===== src/rtl/ob_pkg.sv =====
// Order-book shared types: commands, best-price table rows, conditional-entry state.
// Includes the stop-order maturity rule shared by every pool entry.
package ob_pkg;

    localparam int PRICE_W = 16;
    localparam int UID_W   = 8;
    localparam int QTY_W   = 16;

    typedef enum logic [1:0] {
        OP_NOP       = 2'd0,
        OP_BUY_STOP  = 2'd1,
        OP_SELL_STOP = 2'd2,
        OP_CNCL      = 2'd3
    } opcode_t;

    typedef struct packed {
        opcode_t            opcode;
        logic [UID_W-1:0]   uid;
        logic [PRICE_W-1:0] price;
        logic [QTY_W-1:0]   qty;
    } cmd_t;

    typedef struct packed {
        logic [PRICE_W-1:0] price;
    } table_t;

    typedef enum logic [1:0] {
        IDLE    = 2'd0,
        ARMED   = 2'd1,
        MATURED = 2'd2
    } cn_state_t;

    // Buy stops trigger when the market ask climbs to the stop price,
    // sell stops when the bid falls to it; an invalid side never triggers.
    function automatic logic cn_matures(input cmd_t cmd, input table_t bid, input logic bid_vld,
                                        input table_t ask, input logic ask_vld);
        logic hit;
        hit = 1'b0;
        case (cmd.opcode)
            OP_BUY_STOP:  hit = ask_vld && (ask.price >= cmd.price);
            OP_SELL_STOP: hit = bid_vld && (bid.price <= cmd.price);
            default:      hit = 1'b0;
        endcase
        return hit;
    endfunction

endpackage


===== src/rtl/ob_cn_pool_if.sv =====
// Command-in / matured-order-out handshake bundle of the conditional-order pool.
// Commands are fire-and-forget; matured orders use valid/accept.
interface ob_cn_pool_if;
    import ob_pkg::*;

    logic cmd_vld_r;
    cmd_t cmd_r;
    logic mtr_accept;
    logic mtr_vld_r;
    cmd_t mtr_r;

    modport slave (
        input  cmd_vld_r,
        input  cmd_r,
        input  mtr_accept,
        output mtr_vld_r,
        output mtr_r
    );

    modport master (
        output cmd_vld_r,
        output cmd_r,
        output mtr_accept,
        input  mtr_vld_r,
        input  mtr_r
    );

endinterface


===== src/rtl/ob_cn_pool_entry.sv =====
// One pool slot: IDLE -> ARMED on alloc, ARMED -> MATURED on a triggering texe, back to IDLE on issue/cancel.
// Latency 1 cycle per transition; cancel overrides both maturity and issue.
module ob_cn_pool_entry
    import ob_pkg::*;
(
    input  logic             clk,
    input  logic             rst,
    input  logic             alloc_i,
    input  cmd_t             alloc_cmd_i,
    input  logic             issue_i,
    input  logic             cncl_req_i,
    input  logic [UID_W-1:0] cncl_uid_i,
    input  logic             texe_i,
    input  table_t           bid_i,
    input  logic             bid_vld_i,
    input  table_t           ask_i,
    input  logic             ask_vld_i,
    output logic             cncl_match_o,
    output cn_state_t        state_o,
    output cmd_t             cmd_o
);

    cn_state_t state_q, state_d;
    cmd_t      cmd_q, cmd_d;

    assign cncl_match_o = cncl_req_i && (state_q != IDLE) && (cmd_q.uid == cncl_uid_i);
    assign state_o      = state_q;
    assign cmd_o        = cmd_q;

    always_comb begin
        state_d = state_q;
        cmd_d   = cmd_q;
        case (state_q)
            IDLE: begin
                if (alloc_i) begin
                    state_d = ARMED;
                    cmd_d   = alloc_cmd_i;
                end
            end
            ARMED: begin
                if (cncl_match_o) begin
                    state_d = IDLE;
                end else if (texe_i && cn_matures(cmd_q, bid_i, bid_vld_i, ask_i, ask_vld_i)) begin
                    state_d = MATURED;
                end
            end
            MATURED: begin
                if (cncl_match_o || issue_i) begin
                    state_d = IDLE;
                end
            end
            default: state_d = IDLE;
        endcase
    end

    always_ff @(posedge clk) begin
        if (rst) begin
            state_q <= IDLE;
            cmd_q   <= '0;
        end else begin
            state_q <= state_d;
            cmd_q   <= cmd_d;
        end
    end

endmodule


===== src/rtl/ob_cn_pool.sv =====
// N-entry stop-order pool: lowest-free allocation, cancel-by-uid, round-robin issue of matured orders.
// Matured order visible 2 cycles after texe at the earliest; mtr_r holds while mtr_accept is low.
module ob_cn_pool
    import ob_pkg::*;
#(
    parameter int N     = 4,
    parameter int W_CNT = $clog2(N+1)
) (
    input  logic              clk,
    input  logic              rst,
    ob_cn_pool_if.slave       bus,
    input  logic              cntrl_evt_texe_r,
    input  logic              lm_bid_table_vld_r,
    input  table_t            lm_bid_table_r,
    input  logic              lm_ask_table_vld_r,
    input  table_t            lm_ask_table_r,
    output logic              full_r,
    output logic [W_CNT-1:0]  cnt_r,
    output logic              cncl_vld_r,
    output logic              cncl_hit_r,
    output logic              ovf_r
);

    localparam int PW = $clog2(N);

    cn_state_t        st   [N];
    cmd_t             ecmd [N];
    logic [N-1:0]     idle_v, mat_v, cncl_v, alloc_v, issue_v;

    logic             is_alloc, is_cncl, free_found, ovf_d;
    logic             sel_vld, issue_fire;
    logic [PW-1:0]    sel_idx;
    logic [PW:0]      idx;
    logic [W_CNT-1:0] n_cncl;

    logic             mtr_vld_q, mtr_vld_d;
    cmd_t             mtr_q, mtr_d;
    logic [PW-1:0]    ptr_q, ptr_d;
    logic [W_CNT-1:0] cnt_q, cnt_d;
    logic             full_q, cncl_vld_q, cncl_hit_q, ovf_q;

    assign is_alloc = bus.cmd_vld_r &&
                      ((bus.cmd_r.opcode == OP_BUY_STOP) || (bus.cmd_r.opcode == OP_SELL_STOP));
    assign is_cncl  = bus.cmd_vld_r && (bus.cmd_r.opcode == OP_CNCL);

    for (genvar g = 0; g < N; g++) begin : g_entry
        ob_cn_pool_entry u_entry (
            .clk          (clk),
            .rst          (rst),
            .alloc_i      (alloc_v[g]),
            .alloc_cmd_i  (bus.cmd_r),
            .issue_i      (issue_v[g]),
            .cncl_req_i   (is_cncl),
            .cncl_uid_i   (bus.cmd_r.uid),
            .texe_i       (cntrl_evt_texe_r),
            .bid_i        (lm_bid_table_r),
            .bid_vld_i    (lm_bid_table_vld_r),
            .ask_i        (lm_ask_table_r),
            .ask_vld_i    (lm_ask_table_vld_r),
            .cncl_match_o (cncl_v[g]),
            .state_o      (st[g]),
            .cmd_o        (ecmd[g])
        );
        assign idle_v[g] = (st[g] == IDLE);
        assign mat_v[g]  = (st[g] == MATURED);
    end

    // Allocation only considers slots idle at the start of the cycle,
    // so a slot freed by issue/cancel this cycle cannot absorb an overflow.
    always_comb begin
        alloc_v    = '0;
        free_found = 1'b0;
        for (int i = 0; i < N; i++) begin
            if (!free_found && idle_v[i]) begin
                alloc_v[i] = is_alloc;
                free_found = 1'b1;
            end
        end
        ovf_d = is_alloc && !free_found;
    end

    // Round-robin search from ptr_q; slots being cancelled are skipped so the
    // issue slot falls through to the next matured order.
    always_comb begin
        sel_vld = 1'b0;
        sel_idx = '0;
        idx     = '0;
        for (int k = 0; k < N; k++) begin
            idx = {1'b0, ptr_q} + (PW+1)'(k);
            if (idx >= (PW+1)'(N)) begin
                idx = idx - (PW+1)'(N);
            end
            if (!sel_vld && mat_v[idx[PW-1:0]] && !cncl_v[idx[PW-1:0]]) begin
                sel_vld = 1'b1;
                sel_idx = idx[PW-1:0];
            end
        end
        issue_fire = sel_vld && (!mtr_vld_q || bus.mtr_accept);
        issue_v    = '0;
        if (issue_fire) begin
            issue_v[sel_idx] = 1'b1;
        end
    end

    always_comb begin
        mtr_vld_d = mtr_vld_q;
        mtr_d     = mtr_q;
        ptr_d     = ptr_q;
        if (issue_fire) begin
            mtr_vld_d = 1'b1;
            mtr_d     = ecmd[sel_idx];
            ptr_d     = (sel_idx == PW'(N-1)) ? '0 : sel_idx + 1'b1;
        end else if (bus.mtr_accept) begin
            mtr_vld_d = 1'b0;
        end
    end

    always_comb begin
        n_cncl = '0;
        for (int i = 0; i < N; i++) begin
            n_cncl = n_cncl + W_CNT'(cncl_v[i]);
        end
        cnt_d = cnt_q + W_CNT'(is_alloc && free_found) - n_cncl - W_CNT'(issue_fire);
    end

    always_ff @(posedge clk) begin
        if (rst) begin
            mtr_vld_q  <= 1'b0;
            mtr_q      <= '0;
            ptr_q      <= '0;
            cnt_q      <= '0;
            full_q     <= 1'b0;
            cncl_vld_q <= 1'b0;
            cncl_hit_q <= 1'b0;
            ovf_q      <= 1'b0;
        end else begin
            mtr_vld_q  <= mtr_vld_d;
            mtr_q      <= mtr_d;
            ptr_q      <= ptr_d;
            cnt_q      <= cnt_d;
            full_q     <= (cnt_d == W_CNT'(N));
            cncl_vld_q <= is_cncl;
            cncl_hit_q <= |cncl_v;
            ovf_q      <= ovf_d;
        end
    end

    assign bus.mtr_vld_r = mtr_vld_q;
    assign bus.mtr_r     = mtr_q;
    assign cnt_r         = cnt_q;
    assign full_r        = full_q;
    assign cncl_vld_r    = cncl_vld_q;
    assign cncl_hit_r    = cncl_hit_q;
    assign ovf_r         = ovf_q;

endmodule


===== src/flat_wrapper.sv =====
// flat-port wrapper written by rule: the top's interface ports become plain ports
module ob_cn_pool_flat import ob_pkg::*;
#(
    parameter int N     = 4,
    parameter int W_CNT = $clog2(N+1)
)
  (clk, rst, cntrl_evt_texe_r, lm_bid_table_vld_r, lm_bid_table_r, lm_ask_table_vld_r, lm_ask_table_r, full_r, cnt_r, cncl_vld_r, cncl_hit_r, ovf_r, bus_cmd_vld_r, bus_cmd_r, bus_mtr_accept, bus_mtr_vld_r, bus_mtr_r);
  ob_cn_pool_if bus_i ();
  input  logic clk;
  input  logic rst;
  input  logic cntrl_evt_texe_r;
  input  logic lm_bid_table_vld_r;
  input  table_t lm_bid_table_r;
  input  logic lm_ask_table_vld_r;
  input  table_t lm_ask_table_r;
  output logic full_r;
  output logic [W_CNT-1:0] cnt_r;
  output logic cncl_vld_r;
  output logic cncl_hit_r;
  output logic ovf_r;
  input wire logic [$bits(bus_i.cmd_vld_r)-1:0] bus_cmd_vld_r;
  input wire logic [$bits(bus_i.cmd_r)-1:0] bus_cmd_r;
  input wire logic [$bits(bus_i.mtr_accept)-1:0] bus_mtr_accept;
  output wire logic [$bits(bus_i.mtr_vld_r)-1:0] bus_mtr_vld_r;
  output wire logic [$bits(bus_i.mtr_r)-1:0] bus_mtr_r;
  assign bus_i.cmd_vld_r = bus_cmd_vld_r;
  assign bus_i.cmd_r = bus_cmd_r;
  assign bus_i.mtr_accept = bus_mtr_accept;
  assign bus_mtr_vld_r = bus_i.mtr_vld_r;
  assign bus_mtr_r = bus_i.mtr_r;
  ob_cn_pool #(.N(N), .W_CNT(W_CNT)) u_core (.clk(clk), .rst(rst), .bus(bus_i), .cntrl_evt_texe_r(cntrl_evt_texe_r), .lm_bid_table_vld_r(lm_bid_table_vld_r), .lm_bid_table_r(lm_bid_table_r), .lm_ask_table_vld_r(lm_ask_table_vld_r), .lm_ask_table_r(lm_ask_table_r), .full_r(full_r), .cnt_r(cnt_r), .cncl_vld_r(cncl_vld_r), .cncl_hit_r(cncl_hit_r), .ovf_r(ovf_r));
endmodule

===== config.mk =====
export PLATFORM = sky130hd
export DESIGN_NAME = ob_cn_pool_flat
export DESIGN_NICKNAME = d
export VERILOG_FILES = /design/src/rtl/ob_pkg.sv /design/src/rtl/ob_cn_pool_if.sv /design/src/rtl/ob_cn_pool_entry.sv /design/src/rtl/ob_cn_pool.sv /design/src/flat_wrapper.sv
export SDC_FILE = /design/constraint.sdc
export NUM_CORES = 1
export LEC_CHECK = 0
export CORE_MARGIN = 3
export CORE_UTILIZATION = 43
export CTS_CLUSTER_SIZE = 14
export DETAILED_ROUTE_END_ITERATION = 12
export PLACE_DENSITY_LB_ADDON = 0.3
export SLEW_MARGIN = 20
export SYNTH_ARGS = -nofsm -noshare
export SYNTH_HDL_FRONTEND = slang
export SYNTH_SLANG_ARGS = --single-unit

===== constraint.sdc =====
create_clock -name clk -period 6.1 [get_ports clk]
set_clock_uncertainty 0.2 [all_clocks]
set_input_delay 0.61 -clock clk [delete_from_list [all_inputs] [get_ports clk]]
set_output_delay 0.61 -clock clk [all_outputs]
set_load 0.02 [all_outputs]

; ---- Word level (Yosys, flattened, before mapping)
; Index checks and enable logic that the tools add are counted.
[word_totals]
elab_cells = 251
out_inout_bits = 50
register_bits = 228
input_bits = 81
[op_classes]
n_bitwise = 1
order_cmp = 19
n_eq_ne = 37
addsub = 14
n_reduce_logical = 72
n_mux = 77
[op_table]
columns = operator, n
row1 = $bmux W42 S2, 1
row2 = $mux W42, 2
row3 = $ge A16 B16 Y1, 4
row4 = $le A16 B16 Y1, 4
row5 = $mux W2, 25
row6 = $logic_and A1 B1 Y1, 36
row7 = $eq A8 B8 Y1, 4
row8 = $mux W1, 31
row9 = $pmux W2 S3, 4
row10 = $eq A2 B2 Y1 const B, 11
row11 = $eq A2 B1 Y1 const B, 9
row12 = $bmux W1 S2, 8
row13 = $ne A2 B2 Y1 const B, 8
row14 = $lt A2 B3 Y1 const B, 5
row15 = $ge A3 B3 Y1 const B, 4
row16 = $logic_not A1 Y1, 12
row17 = $ne A3 B3 Y1 const B, 4
row18 = $reduce_and A3 Y1, 4
row19 = $reduce_bool A2 Y1, 5
row20 = $add A3 B1 Y3, 3
row21 = $logic_not A2 Y1, 4
row22 = $pmux W1 S2, 4
row23 = $reduce_and A2 Y1, 4
row24 = $sub A2 B1 Y2 const B, 4
row25 = other kinds (14), 20

; ---- Logic depth before layout (Yosys ltp)
; Gate-level depths: netlist (run 1).
[logic_depth]
word_depth = 29
ltp_mapped = 15
depth_no_buf = 14

; ---- By module
; A second synthesis (run 1) with hierarchy kept.
[hier_totals]
cells_unflattened = 1765
area_unflattened_um2 = 13838.3
[modules_own_cells]
columns = mod, seq_area_each_um2, cells_each, area_each_um2, instances
row1 = ob_cn_pool_entry, 880.8, 310, 2448.6, 4
row2 = ob_cn_pool, 1041.0, 525, 4043.9, 1

; ---- Worst setup path before layout (run 1)
; No wires, ideal clock.
[synth_path]
kind = input to register
start = in bus_cmd_r[39]
end = reg u_core.full_q (netlist: u_core.full_r)
setup_slack_ns = 1.950
path_buffers = 1
setup_ns = 0.096
t_required_ns = 5.804
t_arrival_ns = 3.854
stages = 15
cell_sequence = buf_4 xnor2_1 nand4_1 or4_4 nor2_1 inv_1 ha_1 inv_1 fa_1 fa_1 inv_1 fa_1 xnor2_1 xnor2_1 nor4b_1
[synth_between]
elab_chain_cells = 22
[synth_lines]
columns = element, line
row1 = from (decl), flat_wrapper.sv:22  ; input wire logic [$bits(bus_i.cmd_r)-1:0] bus_cmd_r;
row2 = $eq A8 B8 Y1, ob_cn_pool_entry.sv:26  ; assign cncl_match_o = cncl_req_i && (state_q != IDLE) && (cmd_q.uid == cncl_uid_i);
row3 = $logic_and A1 B1 Y1, ob_cn_pool_entry.sv:26
row4 = $bmux W1 S2, ob_cn_pool.sv:93  ; if (!sel_vld && mat_v[idx[PW-1:0]] && !cncl_v[idx[PW-1:0]]) begin
row5 = $mux W1 (implied by the code), ob_cn_pool.sv:93
row6 = $logic_not A1 Y1, ob_cn_pool.sv:93
row7 = $logic_and A1 B1 Y1, ob_cn_pool.sv:93
row8 = $mux W1, ob_cn_pool.sv:93
row9 = $logic_not A1 Y1, ob_cn_pool.sv:93
row10 = [... 4 more ...], n/a
row11 = $logic_and A1 B1 Y1 (2 in a row), ob_cn_pool.sv:93
row12 = $mux W1, ob_cn_pool.sv:93
row13 = $logic_not A1 Y1, ob_cn_pool.sv:93
row14 = $logic_and A1 B1 Y1 (2 in a row), ob_cn_pool.sv:93
row15 = $mux W1, ob_cn_pool.sv:93
row16 = $logic_and A1 B1 Y1, ob_cn_pool.sv:98  ; issue_fire = sel_vld && (!mtr_vld_q || bus.mtr_accept);
row17 = $sub A3 B1 Y3 *, ob_cn_pool.sv:123  ; cnt_d = cnt_q + W_CNT'(is_alloc && free_found) - n_cncl - W_CNT'(issue_fire);
row18 = $eq A3 B3 Y1 *, ob_cn_pool.sv:141  ; full_q <= (cnt_d == W_CNT'(N));
row19 = to (signal assigned), ob_cn_pool.sv:141
row20 = to (decl), ob_cn_pool.sv:40  ; logic full_q, cncl_vld_q, cncl_hit_q, ovf_q;
; Every way passes the cells marked *; elsewhere a longest branch is shown, timed or not. The select of a mux whose other input is x is not followed.
; A chain may end at the register's enable or synchronous reset.

; ---- Worst setup path after layout (run 1)
[layout_path]
start = in bus_cmd_r[33]
end = reg u_core.full_q (netlist: u_core.full_r)
; The elaborated chain is that of the path after synthesis.

==> results of run 1 <==
## per-layer routing
layer | share of wire | vias up
met4 | 0.024 | 4
li1 | - | 5576
met5 | 0.00062 | -
met1 | 0.45 | 5450
met3 | 0.071 | 72
met2 | 0.45 | 413
## worst min-delay path: stages, from the launching register on
cell,delay [ps]
dfxtp_1,310
nand2_1,50
a21oi_1,50
## power by group
group	switching [mW]	total (mW)	internal (mW)
logic	0.248	0.432	0.184
registers	0.0280	1.55	1.52
clock network	0.625	1.50	0.877
## per-stage QoR
stage,hold WS [ps],cells,util
2_1_floorplan,236,1563,-
3_3_place_gp,241,2005,0.494
3_5_place_dp,246,2005,0.494
4_1_cts,255,2049,0.522
5_1_grt,268,2049,0.522
6_report,253,2049,0.522
## cell usage after synthesis (2+ instances only)
cell / n / area (um^2)
a211o_1: 3 / 26.3
a211oi_1: 9 / 67.6
a21o_1: 29 / 218
a21oi_1: 199 / 996
a31oi_1: 3 / 18.8
a41o_1: 3 / 30.0
and2_1: 2 / 12.5
and3_1: 4 / 25.0
and4_1: 2 / 17.5
buf_12: 2 / 40.0
buf_2: 8 / 40.0
buf_4: 9 / 67.6
clkbuf_1: 70 / 263
dfxtp_1: 228 / 4560
fa_1: 4 / 80.1
ha_1: 145 / 1810
inv_1: 85 / 319
mux2i_1: 85 / 851
nand2_1: 405 / 1520
nand2b_1: 8 / 50.1
nand3_1: 17 / 85.1
nand3b_1: 4 / 30.0
nand4_1: 19 / 119
nand4b_1: 3 / 26.3
nor2_1: 32 / 120
nor2b_1: 12 / 75.1
nor3_1: 15 / 75.1
nor4_1: 12 / 75.1
o211a_1: 2 / 20.0
o211ai_1: 3 / 22.5
o21a_1: 8 / 60.1
o21ai_0: 28 / 140
o221ai_1: 42 / 368
o22ai_1: 3 / 18.8
or3_1: 4 / 25.0
or4_1: 4 / 30.0
xnor2_1: 11 / 96.3
xor2_1: 24 / 210
## kinds of logic (layout without fill, tap and decap cells)
| family | count (synthesis) | in the layout |
|---|---|---|
| flip-flops | 228 | 228 |
| multiplexers | 86 | 86 |
| AND/OR/NAND/NOR | 547 | 547 |
| adder cells (fa/ha/maj) | 149 | 149 |
| XOR/XNOR | 35 | 35 |
| AO/OA/AOI/OAI | 342 | 342 |
| buffers and inverters | 176 | 278 |
## how the worst max path moves through the flow
| stage | endpoint | depth (start not counted) | from | slack, ps |
|---|---|---|---|---|
| final | u_core.full_r | 15 | bus_cmd_r[33] | 1650 |
| after global routing | u_core.full_r | 15 | bus_cmd_r[37] | 1390 |
| after CTS | u_core.full_r | 15 | bus_cmd_r[33] | 1610 |
| after detailed placement | u_core.full_r | 15 | bus_cmd_r[33] | 1120 |
| after global placement | u_core.full_r | 15 | bus_cmd_r[33] | 1190 |
| after floorplan | u_core.full_r | 15 | bus_cmd_r[39] | 1950 |
## sequential cells by signal (all words and copies together), names as in the netlist
signal and count:
u_core.ptr_q 2, u_core.ovf_r 1, u_core.cncl_hit_r 1, u_core.cnt_r 3, u_core.bus.mtr_vld_r 1, u_core.g_entry.u_entry.state_o 8, u_core.g_entry.u_entry.cmd_o 168, u_core.cncl_vld_r 1
u_core.bus.mtr_r 42, u_core.full_r 1
## cell type report
class / instances / area share
multi-input combinational: 1159 / 0.496
sequential: 228 / 0.301
timing repair buffer: 148 / 0.0955
clock buffer: 34 / 0.0482
tap: 384 / 0.0317
inverter: 86 / 0.0221
clock inverter: 10 / 0.00545
==> results.py, run 1 <==
metrics = {
    "synthesis": {
        "synth_compound_area_frac": 0.162,
        "synth.area.mux_share": 0.0675,
        "synthCells": 1563,
        "synth_fa_ha_area_frac": 0.148,
        "synth_nets": 1793,
        "synth_area_um2": 12800,
        "syn_avg_cell_area_um2": 8.18,
        "synth_top_family_by_area": "simple AND/OR/NAND/NOR gates",
        "synthFlopType": "dfxtp_1",
        "async_reset_ff_frac": 0,
        "synth-simple-area-share": 0.182,
        "synth_xor_area_frac": 0.0240,
        "synth_edf_count": 0,
        "ys_ff_latch": 228,
        "ys_seq_area_frac": 0.357,
        "yosys_warnings": 0,
        "synth.distinct_cells": 55,
    },
    "critical_path": {
        "cp_max_fo": 8,
        "path_delay_family": "adder cells",
        "required_ps": 6320,
        "r2r_slack_ps": 2110,
        "path_buf_inv": 4,
        "path_class": "in -> reg",
        "crit_path_end_kind": "register",
        "max_stage_delay_ps": 730,
        "reg2reg_to": "u_core.full_r",
        "rr_worst_depth": 14,
        "cp_cell_sequence": "clkdlybuf4s50_1, xnor2_1, nand4_1, or4_4, nor2_1, inv_1, ha_1, inv_1, fa_1, fa_1, inv_1, fa_1, xnor2_1, xnor2_1, nor4b_1",
        "cp_data_arrival_time_ps": 4670,
        "start_kind": "input pin",
        "slowest_stage": "clkdlybuf4s50_1",
        "r2r_start": "u_core.g_entry[1].u_entry.cmd_o[34]",
    },
    "final_layout": {
        "fillers": 2760,
        "final_area_um2": 15100,
        "final_cell_mix": "nand2_1, dfxtp_1, a21oi_1",
        "regArea_um2": 4560,
        "antenna_cells": 0,
        "final_layout_size_suffix_gt1_frac": 0.0444,
        "final_nets": 1878,
        "syn_to_final_growth_pct": 18.5,
        "multi_input_area_um2": 7510,
        "final_common_cell": "nand2_1",
    },
    "sta": {
        "rsz0062_at_grt": "false",
        "clock.fmax_mhz": 225,
        "worst_pin_slew_ps": 1090,
        "hold_viol": 0,
        "setup_slack_ps": 1650,
        "setup_tns_ps": 0,
        "drv_slew": 0,
        "max-slew-margin-rel": 0.270,
        "fin_crit_sh": 0.729,
        "finalSetupViolCount": 0,
        "final.min_clock_period_ps": 4450,
    },
    "placement": {
        "hpwl_mm": 27.0,
        "dp_slack_ps": 1120,
        "io_buffers": 130,
        "gp_congestion": 0.928,
        "dpl-instance-area_um2": 14300,
    },
    "clocking": {
        "cts_buffer_depth": 3,
        "postCtsSetupBuffers": 0,
        "clkTransAtPathRegs_ps": 60,
        "numCtsBuffers": 25,
        "root_buffer": "clkbuf_16",
        "hold_buffers": 0,
        "cts_tree": "yes",
        "cts.repair.resized": 0,
        "insertion_delay_ps": 530,
        "htree_num_levels": 1,
        "clock_sinks": 228,
    },
    "drt": {
        "route.detailed.drc": 0,
        "antenna_left": 0,
        "initialDrtViolationCount": 910,
        "drt_wl_total_mm": 38.9,
        "firstDrtPassIters": 5,
        "num_vias": 11500,
        "wl_per_cell_um": 19.0,
        "viasPerCell": 5.62,
    },
    "hold_path": {
        "holdPathEnd": "u_core.g_entry[2].u_entry.cmd_o[10]",
        "min_path_type": "reg -> reg",
        "min_path_cells": 2,
        "hold_path_startpoint": "u_core.g_entry[2].u_entry.cmd_o[10]",
    },
    "global_routing": {
        "grt_pass1_wl_mm": 59.8,
        "busiest_layer": "met2",
        "grt_pass1_vias": 11100,
        "grt_use_total": 0.238,
        "grt_start_max_net_pins": 95,
        "grt_util_met3": 0.0379,
        "grt_antenna_before_repair": 3,
        "grtUsageMet1": 0.328,
        "use_met2": 0.388,
        "gr-total-overflow": 0,
    },
    "floorplan": {
        "pin_count": 131,
        "die_y_um": 178,
        "core_um2": 29000,
        "die-area_um2": 31800,
        "start_util": 0.440,
        "rows": 62,
        "fp.dieW_um": 178,
    },
    "pwr": {
        "irDropWorstVdd_mv": 0.178,
        "p_leak_nw": 5.47,
        "total_power_mw": 3.48,
        "power_density_nw_per_um2": 230,
    },
    "run_status": {
        "status": "complete, no violations",
    },
    "flow_run": {
        "drv_cap": 0,
    },
}
Power figures use the tool's default switching activity.
==> inputs of run 2 (changes only) <==
clock period = 4.4 ns   (was 6.1 ns; I/O delays follow)
==> results.py, run 2 (same netlist as run 1, synthesis figures left out) <==
metrics = {
    "run_status": {
        "status": "complete, no violations",
    },
    "sta": {
        "max-slew-margin-rel": 0.391,
        "setup_tns_ps": 0,
        "finalSetupViolCount": 0,
        "worst_pin_slew_ps": 913,
        "setup_slack_ps": 279,
        "drv_slew": 0,
        "whs_ps": 110,
        "final.min_clock_period_ps": 4120,
        "rsz0062_at_grt": "false",
        "clock.fmax_mhz": 243,
        "hold_viol": 0,
        "fin_crit_sh": 0.937,
    },
    "global_routing": {
        "grt_antenna_before_repair": 0,
        "grt_use_total": 0.244,
        "grt_pass1_wl_mm": 61.5,
        "grt_start_max_net_pins": 86,
        "grt_pass1_vias": 11400,
        "gr-total-overflow": 0,
    },
    "clocking": {
        "root_buffer": "clkbuf_16",
        "cts_tree": "yes",
        "clock_sinks": 228,
        "cts_buffer_depth": 3,
        "numCtsBuffers": 26,
        "cts.repair.resized": 0,
        "hold_buffers": 0,
        "insertion_delay_ps": 530,
        "htree_num_levels": 1,
        "postCtsSetupBuffers": 0,
        "clkTransAtPathRegs_ps": 60,
    },
    "critical_path": {
        "crit_path_end_kind": "register",
        "r2r_slack_ps": 370,
        "max_stage_delay_ps": 520,
        "cp_data_arrival_time_ps": 4340,
        "required_ps": 4620,
        "r2r_start": "u_core.g_entry[1].u_entry.cmd_o[37]",
        "cp_max_fo": 2,
        "cp_cell_sequence": "clkdlybuf4s50_1, xnor2_1, nand4_1, or4_4, nor2_1, inv_1, ha_1, inv_1, fa_1, fa_1, inv_1, fa_1, xnor2_1, xnor2_1, nor4b_1",
        "slowest_stage": "fa_1",
        "rr_worst_depth": 14,
        "start_kind": "input pin",
        "path_class": "in -> reg",
        "reg2reg_to": "u_core.full_r",
    },
    "final_layout": {
        "antenna_cells": 0,
        "final_util": 0.533,
        "final_layout_size_suffix_gt1_frac": 0.0614,
        "final_common_cell": "nand2_1",
        "final_cell_mix": "nand2_1, dfxtp_1, a21oi_1",
        "final_nets": 1905,
        "largest_reg_flops": 168,
        "fillers": 2760,
        "syn_to_final_growth_pct": 20.9,
    },
    "pwr": {
        "power_density_nw_per_um2": 329,
        "irDropWorstVdd_mv": 0.236,
        "comb_power_share": 0.120,
        "total_power_mw": 5.08,
        "power.share.switching": 0.254,
        "internal-power_mw": 3.79,
        "p_leak_nw": 5.65,
        "p_switching_mw": 1.29,
        "power.clock.fraction": 0.456,
        "sequentialPowerShare": 0.424,
    },
    "placement": {
        "dp_slack_ps": -189,
        "hpwl_mm": 27.2,
        "gp_congestion": 0.919,
        "io_buffers": 130,
    },
    "floorplan": {
        "core_um2": 29000,
        "fp.dieW_um": 178,
        "pin_count": 131,
        "rows": 62,
        "die_y_um": 178,
        "die-area_um2": 31800,
        "start_util": 0.440,
    },
    "hold_path": {
        "min_path_type": "in -> reg",
        "holdPathEnd": "u_core.ptr_q[1]",
        "hold_path_startpoint": "rst",
        "min_path_cells": 2,
    },
    "drt": {
        "route.detailed.drc": 0,
        "drt_wl_total_mm": 39.5,
        "num_vias": 11600,
        "antenna_left": 0,
        "initialDrtViolationCount": 925,
        "firstDrtPassIters": 5,
        "wl_per_cell_um": 19.0,
        "viasPerCell": 5.59,
    },
    "flow_run": {
        "drv_cap": 0,
    },
}
[run 2: routing by layer]
metal  global-route usage  share of wire  vias up
li1                     -              -     5620
met4               0.0627          0.021        0
met2                0.399           0.45      412
met1                0.339           0.46     5525
met3               0.0328          0.068       59
met5                    0              0        -
[run 2: power by group through the flow]
stage,logic [mW],clock network [mW],registers (mW)
floorplan,0.337,0,2.20
global placement,0.589,0,2.19
detailed placement,0.601,0,2.20
CTS,0.607,2.35,2.15
global route,0.679,2.43,2.16
finish,0.612,2.32,2.15
[run 2: worst max-delay path, delay by kind of cell]
kind	cells	cell delay (ps)
adders and majority gates	4	1610
xor gates and xnor gates	3	580
buffers and inverters	4	620
and+or+nand+nor	4	1090
[run 2: worst max-delay path by stage]
stage          cells after the start          start            end  slack, ps
2_1_floorplan                     15  bus_cmd_r[39]  u_core.full_r        420
3_3_place_gp                      15  bus_cmd_r[37]  u_core.full_r       -180
3_5_place_dp                      15  bus_cmd_r[37]  u_core.full_r       -190
4_1_cts                           15  bus_cmd_r[37]  u_core.full_r        310
5_1_grt                           15  bus_cmd_r[37]  u_core.full_r        130
6_report                          15  bus_cmd_r[37]  u_core.full_r        280
[run 2: area by class of cell]
class / count / area [um^2] / share of cell area
tap: 384 / 480 / 0.0311
timing repair buffer: 174 / 1640 / 0.106
multi-input combinational: 1159 / 7500 / 0.485
inverter: 86 / 335 / 0.0217
sequential: 228 / 4560 / 0.295
clock inverter: 12 / 149 / 0.00964
clock buffer: 36 / 779 / 0.0505
[run 2: stage by stage]
| stage | area [um^2] | std cells |
|---|---|---|
| floorplan | 12800 | 1563 |
| global placement | 14500 | 2031 |
| detailed placement | 14500 | 2031 |
| CTS | 15400 | 2079 |
| global route | 15400 | 2079 |
| finish | 15400 | 2079 |
==> inputs of run 3 (changes only) <==
CORE_ASPECT_RATIO = 1.4   (was unset)
DONT_BUFFER_PORTS = 1   (was unset)
GPL_TIMING_DRIVEN = 0   (was unset)
==> results.py, run 3 (same netlist as run 1, synthesis figures left out) <==
metrics = {
    "critical_path": {
        "r2r_slack_ps": 360,
        "required_ps": 4570,
        "r2r_start": "u_core.g_entry[1].u_entry.cmd_o[39]",
        "max_stage_delay_ps": 550,
        "crit_path_end_kind": "register",
        "path_delay_family": "adder cells",
        "crit_cells": 14,
        "path_buf_inv": 3,
        "slowest_stage": "or4_4",
        "cp_data_arrival_time_ps": 4210,
        "cp_max_fo": 3,
        "start_kind": "register",
        "cp_cell_sequence": "xnor2_1, nand4_1, or4_4, nor2_2, inv_1, ha_1, inv_1, fa_1, fa_1, inv_1, fa_1, xnor2_1, xnor2_1, nor4b_2",
        "reg2reg_to": "u_core.full_r",
        "rr_worst_depth": 14,
        "path_class": "reg -> reg",
        "cp-startpoint": "u_core.g_entry[1].u_entry.cmd_o[39]",
    },
    "drt": {
        "initialDrtViolationCount": 879,
        "viasPerCell": 5.61,
        "route.detailed.drc": 0,
        "antenna_left": 0,
        "firstDrtPassIters": 5,
        "num_vias": 11300,
        "drt_wl_total_mm": 41.2,
        "wl_per_cell_um": 20.5,
    },
    "clocking": {
        "cts_tree": "yes",
        "root_buffer": "clkbuf_16",
        "clock_sinks": 228,
        "insertion_delay_ps": 520,
        "clkTransAtPathRegs_ps": 70,
        "cts_buffer_depth": 3,
        "htree_num_levels": 1,
        "numCtsBuffers": 22,
        "postCtsSetupBuffers": 0,
    },
    "final_layout": {
        "final_cell_mix": "nand2_1, dfxtp_1, a21oi_1",
        "largest_reg_flops": 168,
        "final_nets": 1851,
        "final_common_cell": "nand2_1",
        "syn_to_final_growth_pct": 11.9,
        "final_layout_size_suffix_gt1_frac": 0.0374,
    },
    "sta": {
        "final.min_clock_period_ps": 4040,
        "worst_pin_slew_ps": 1070,
        "finalSetupViolCount": 0,
        "rsz0062_at_grt": "false",
        "max-slew-margin-rel": 0.283,
        "fin_crit_sh": 0.918,
        "setup_tns_ps": 0,
        "whs_ps": 25.6,
        "clock.fmax_mhz": 248,
        "hold_viol": 0,
        "drv_slew": 0,
    },
    "hold_path": {
        "min_path_cells": 3,
        "min_path_type": "in -> reg",
        "hold_path_startpoint": "bus_cmd_r[34]",
        "holdPathEnd": "u_core.g_entry[3].u_entry.cmd_o[34]",
    },
    "floorplan": {
        "pin_count": 131,
        "core_um2": 29300,
        "die_y_um": 210,
        "fp.dieW_um": 152,
        "rows": 74,
        "die-area_um2": 31900,
        "start_util": 0.437,
    },
    "global_routing": {
        "grt_start_max_net_pins": 15,
        "grt_use_total": 0.255,
        "grt_pass1_vias": 11300,
        "grt_antenna_before_repair": 2,
        "gr-total-overflow": 0,
        "grt_pass1_wl_mm": 63.0,
    },
    "pwr": {
        "power_density_nw_per_um2": 318,
        "p_leak_nw": 5.14,
        "total_power_mw": 4.54,
        "irDropWorstVdd_mv": 0.229,
    },
    "placement": {
        "gp_congestion": 0.962,
        "io_buffers": 0,
        "hpwl_mm": 31.9,
    },
    "flow_run": {
        "drv_cap": 0,
    },
    "run_status": {
        "status": "complete, no violations",
    },
}
[run 3: changes by cell type in the layout (fill, tap and decap cells not counted), moves of 3 or more]
cell and delta:
clkdlybuf4s50_1 -129, clkbuf_1 +70, buf_4 -35, dlygate4sd3_1 +34, buf_2 +8, clkbuf_8 -5
clkbuf_16 -4, clkinv_2 -3, inv_6 -3
[run 3: how the worst max path moves through the flow]
stage | slack, ps | end
finish | 360 | u_core.full_r
detailed placement | -50 | u_core.full_r
floorplan | 420 | u_core.full_r
global placement | 30 | u_core.full_r
CTS | 210 | u_core.full_r
global route | 50 | u_core.full_r
[run 3: repair_timing]
action,4_1_cts,5_1_grt
endpoints found under the hold margin,136,0
resized for setup,0,2
endpoints found under the setup margin,0,1
hold buffers,34,0
[run 3: metrics by stage]
step	area [um^2]	utilization	std cells	worst slack, ps
global route	14300	0.489	2012	50.8
finish	14300	0.489	2012	360
detailed placement	13300	0.453	1943	-46.6
global placement	13300	0.453	1943	27.1
floorplan	12800	-	1563	420
CTS	14300	0.488	2010	210
[run 3: power breakdown]
group          internal [mW]  switching (mW)  leakage [nW]
logic                  0.206           0.314          2.97
clock network           1.04           0.819         0.329
registers               2.11          0.0523          1.84
total                   3.36            1.19          5.14
[run 3: cell type report]
type                            count  area, um^2
Buffer                             90         422
Inverter                           86         335
Clock inverter                      6        71.3
Tap cell                          380         475
Fill cell                        2919       15000
Sequential cell                   228        4560
Timing Repair Buffer               34         340
Multi-Input combinational cell   1159        7480
Antenna cell                        2        5.00
Clock buffer                       27         611
[run 3: routing by layer]
metal	global-route usage	up-vias	part of all wire	routed length [um]
met5	0	-	0	0
met4	0.112	0	0.048	1960
met3	0.0394	96	0.065	2660
met2	0.453	346	0.51	20800
met1	0.300	5329	0.38	15800
li1	-	5520	-	-
[run 3: worst min-delay path, delay by kind of cell]
| kind | cells | cell delay, ps |
|---|---|---|
| buffers and inverters | 1 | 150 |
| and+or+nand+nor | 1 | 60 |
| AOI/OAI and AO/OA | 1 | 50 |
